**src/rtl/seq_detect_param.sv**
```systemverilog
// Parametrised serial pattern detector: Mealy match strobe on the bit that completes
// a run-time loadable pattern, with a registered strobe and a saturating match counter.
module seq_detect_param #(
  parameter int unsigned              PATTERN_LEN = 4,
  parameter logic [PATTERN_LEN-1:0]   PATTERN     = 4'b1101,
  parameter bit                       OVERLAP     = 1'b1,
  parameter int unsigned              CNT_WIDTH   = 8
) (
  input  logic                   clk,
  input  logic                   n_rst,
  input  logic                   clear,
  input  logic                   pattern_load,
  input  logic [PATTERN_LEN-1:0] pattern_in,
  input  logic                   en,
  input  logic                   i,
  output logic                   match,
  output logic                   match_q,
  output logic [CNT_WIDTH-1:0]   match_count,
  output logic                   sat
);

  localparam int unsigned FILL_W = $clog2(PATTERN_LEN + 1);
  localparam logic [FILL_W-1:0] FILL_FULL = FILL_W'(PATTERN_LEN);
  localparam logic [FILL_W-1:0] FILL_ARM  = FILL_W'(PATTERN_LEN - 1);

  logic [PATTERN_LEN-1:0] r_pat;
  logic [PATTERN_LEN-1:0] r_hist;
  logic [FILL_W-1:0]      r_fill;
  logic [CNT_WIDTH-1:0]   r_count;
  logic                   r_sat;
  logic                   r_match_q;

  logic [PATTERN_LEN-1:0] w_cand;
  logic                   w_match;
  logic                   w_cnt_full;

  // The incoming bit completes the candidate window; only L-1 stored bits need be valid.
  assign w_cand     = {r_hist[PATTERN_LEN-2:0], i};
  assign w_match    = en & ~clear & ~pattern_load & (r_fill >= FILL_ARM) & (w_cand == r_pat);
  assign w_cnt_full = &r_count;

  always_ff @(posedge clk or negedge n_rst) begin
    if (!n_rst) begin
      r_pat  <= PATTERN;
      r_hist <= '0;
      r_fill <= '0;
    end else if (clear) begin
      r_hist <= '0;
      r_fill <= '0;
    end else if (pattern_load) begin
      r_pat  <= pattern_in;
      r_hist <= '0;
      r_fill <= '0;
    end else if (en) begin
      r_hist <= w_cand;
      if (w_match && !OVERLAP) begin
        r_fill <= '0;
      end else if (r_fill != FILL_FULL) begin
        r_fill <= r_fill + FILL_W'(1);
      end
    end
  end

  always_ff @(posedge clk or negedge n_rst) begin
    if (!n_rst) begin
      r_count   <= '0;
      r_sat     <= 1'b0;
      r_match_q <= 1'b0;
    end else begin
      r_match_q <= w_match;
      if (clear) begin
        r_count <= '0;
        r_sat   <= 1'b0;
      end else if (w_match) begin
        if (w_cnt_full) begin
          r_sat <= 1'b1;
        end else begin
          r_count <= r_count + CNT_WIDTH'(1);
        end
      end
    end
  end

  assign match       = w_match;
  assign match_q     = r_match_q;
  assign match_count = r_count;
  assign sat         = r_sat;

endmodule
```
**config.mk**
```make
export PLATFORM = sky130hd
export DESIGN_NAME = seq_detect_param
export DESIGN_NICKNAME = d
export VERILOG_FILES = /design/src/rtl/seq_detect_param.sv
export SDC_FILE = /design/constraint.sdc
export NUM_CORES = 1
export LEC_CHECK = 0
export BUFFER_PORTS_ARGS = -buffer_cell sky130_fd_sc_hd__buf_4
export CORE_MARGIN = 5
export CORE_UTILIZATION = 25
export CTS_CLUSTER_DIAMETER = 50
export DETAILED_ROUTE_END_ITERATION = 12
export SLEW_MARGIN = 30
export SYNTH_ARGS = -nofsm -noshare
export SYNTH_HDL_FRONTEND = slang
export SYNTH_SLANG_ARGS = --single-unit
```
**constraint.sdc**
```tcl
create_clock -name clk -period 4.75 [get_ports clk]
set_clock_uncertainty 0.15 [all_clocks]
set_input_delay 0.95 -clock clk [delete_from_list [all_inputs] [get_ports clk]]
set_output_delay 0.95 -clock clk [all_outputs]
set_load 0.1 [all_outputs]
```
==> impl_metrics.yaml <==
status:
  status: "completed"
die:
  dieWidth_um: 75.9
  die_area_sq_um: 5760
  coreArea_sq_um: 4290
  num_rows: 24
  fp.dieH_um: 75.9
  io-pin-count: 21
  initial_core_util: 0.253
grt:
  grt_usage: 0.0772
  grt_pass1_vias: 725
  grt_pass1_wl_um: 3360
  grt_overflow: 0
  grt_max_degree: 21
  antenna_found_initial: 0
sta:
  tightest_slew_ns: 0.347
  finalSetupTns_ns: 0
  finalHoldViolCount: 0
  worst_slew_margin_rel: 0.769
  setup_violations: 0
  post-route-period-util: 0.639
  fmax_ghz: 0.329
  drv_slew: 0
  fin_crit_ns: 3.04
  rsz0062_at_grt: "false"
critical_path:
  startpoint_type: "input port"
  worstPathRequired_ns: 3.65
  cp_max_fo: 12
  arrival_ns: 1.94
  r2r_cells: 6
  critPathCaptureType: "output port"
  path_class: "in -> out"
yosys:
  yosysWarnings: 0
  synth.avg_cell_area_sq_um: 11.2
  syn_nets: 111
  yosys.cell_types.count: 28
  ys_seq_area_frac: 0.465
  synth-seq-cells: 20
  synth.cell_area_sq_um: 1080
  synth_cells: 97
pwr:
  p_per_area_nw_per_um2: 290
  ir_worst_vdd_mv: 0.188
  leakagePower_nw: 0.588
placed_design:
  port_buffers: 20
  dp_hpwl_um: 1670
  routabilityCongestion: 0.751
routing:
  ant_nets: 0
  first_pass_iters: 4
  via_per_inst: 4.37
  drt-total-wl_um: 2050
  vias: 743
  avgRoutedWirePerCell_um: 12.0
  drt_iter0_markers: 27
  drc_errors: 0
clock_network:
  clock_sinks: 20
  ctsLongestPathBuffers: 2
  ctsHoldBuffers: 0
  ctsResizeCount: 0
  post-cts-setup-buffers: 0
  cts_buffers: 3
  clkTransAtPathRegs_ns: 0.07
  cts_root_buffer: "clkbuf_8"
  htreeDepth: 1
  cts_tree: "built"
  clk_latency_ns: 0.25
min_path:
  whs_path_depth: 2
  hold_class: "reg -> reg"
cells_and_area:
  n_antenna_cell: 0
  drive_gt1_frac: 0.347
  fin_nets: 133
  syn_to_final_growth_pct: 23.5
  fillers: 441
  finish.utilization: 0.312
job:
  cap_violations: 0
[sequential cells by signal, indices dropped and copies added, names as in the netlist]
signal       cells
match_count      8
match_q          1
r_fill           3
r_hist           3
r_pat            4
sat              1
[critical path: stages]
cell and delay (ns):
buf_4 0.15, nor2_1 0.18, nand3_1 0.11, nor2_1 0.20
buf_4 0.33
[worst paths after layout]
path                           startpoint              to  slack (ns)
min in group asynchronous           n_rst        r_pat[1]        0.41
max                                 clear           match        1.71
max in group asynchronous           n_rst        r_pat[3]        3.78
min                                   sat             sat        0.37
max reg2reg                match_count[0]  match_count[7]        2.51
min reg2reg                           sat             sat        0.37
[through the flow]
stage                     hold slack, ns  power (mW)  setup slack, ns  area, sq um  cells
after floorplan                    0.387       0.215             1.13         1080     97
after global placement             0.360       0.225             1.76         1270    166
after detailed placement           0.363       0.226             1.73         1270    166
after CTS                          0.379       0.395             1.73         1340    170
after global routing               0.413       0.409             1.66         1340    170
final                              0.369       0.388             1.71         1340    170
[cells in the mapped netlist (all sizes together)]
master | number | share of area
a211o | 1 | 0.0092
a21oi | 5 | 0.023
and4 | 1 | 0.0081
clkbuf | 3 | 0.029
dfrtp | 17 | 0.39
dfstp | 3 | 0.073
ha | 4 | 0.046
inv | 6 | 0.021
mux2 | 4 | 0.042
mux2i | 3 | 0.028
nand2 | 2 | 0.0069
nand2b | 1 | 0.0058
nand3 | 4 | 0.018
nand3b | 2 | 0.014
nand4 | 2 | 0.039
nor2 | 15 | 0.052
nor2b | 1 | 0.0058
nor3 | 4 | 0.018
nor4 | 1 | 0.0058
o2111ai | 1 | 0.014
o21ai | 3 | 0.014
o31ai | 1 | 0.0069
or2 | 2 | 0.014
or4 | 1 | 0.0069
xnor2 | 10 | 0.11
[where the power goes]
part	internal, mW	total [mW]	switching, mW
Combinational	0.0200	0.0366	0.0166
Sequential	0.179	0.186	0.00644
Clock	0.112	0.166	0.0534
[layout by cell type, fill, tap and decap left out, types with 3 or more instances in the layout]
cell type and n:
nor3_1 4, clkbuf_8 3, nor2_1 15, mux2_2 4
nand3_1 4, a21oi_1 5, dfrtp_1 17, dfstp_2 3
ha_1 4, buf_4 20, o21ai_0 3, xnor2_2 4
xnor2_1 6, inv_1 6, mux2i_1 3
[layer usage]
| layer | global-route usage | vias up | part of all wire |
|---|---|---|---|
| li1 | - | 372 | - |
| met1 | 0.0990 | 357 | 0.45 |
| met2 | 0.126 | 14 | 0.50 |
| met3 | 0.0172 | 0 | 0.042 |
| met4 | 0.0291 | 0 | 0 |
| met5 | 0 | - | 0 |
[cell families after synthesis]
group	share of synthesized area
buf+inv	0.0496
compound gates	0.0669
flops	0.465
mux	0.0692
fa+ha+maj	0.0461
xor+xnor	0.108
simple gates	0.195
[layout make-up]
class / count / area [sq um] / area share
Clock buffer: 3 / 41.3 / 0.0308
Clock inverter: 1 / 30.0 / 0.0224
Inverter: 6 / 22.5 / 0.0168
Multi-Input combinational cell: 68 / 527 / 0.393
Sequential cell: 20 / 504 / 0.376
Tap cell: 52 / 65.1 / 0.0486
Timing Repair Buffer: 20 / 150 / 0.112
Power figures use the tool's default switching activity.
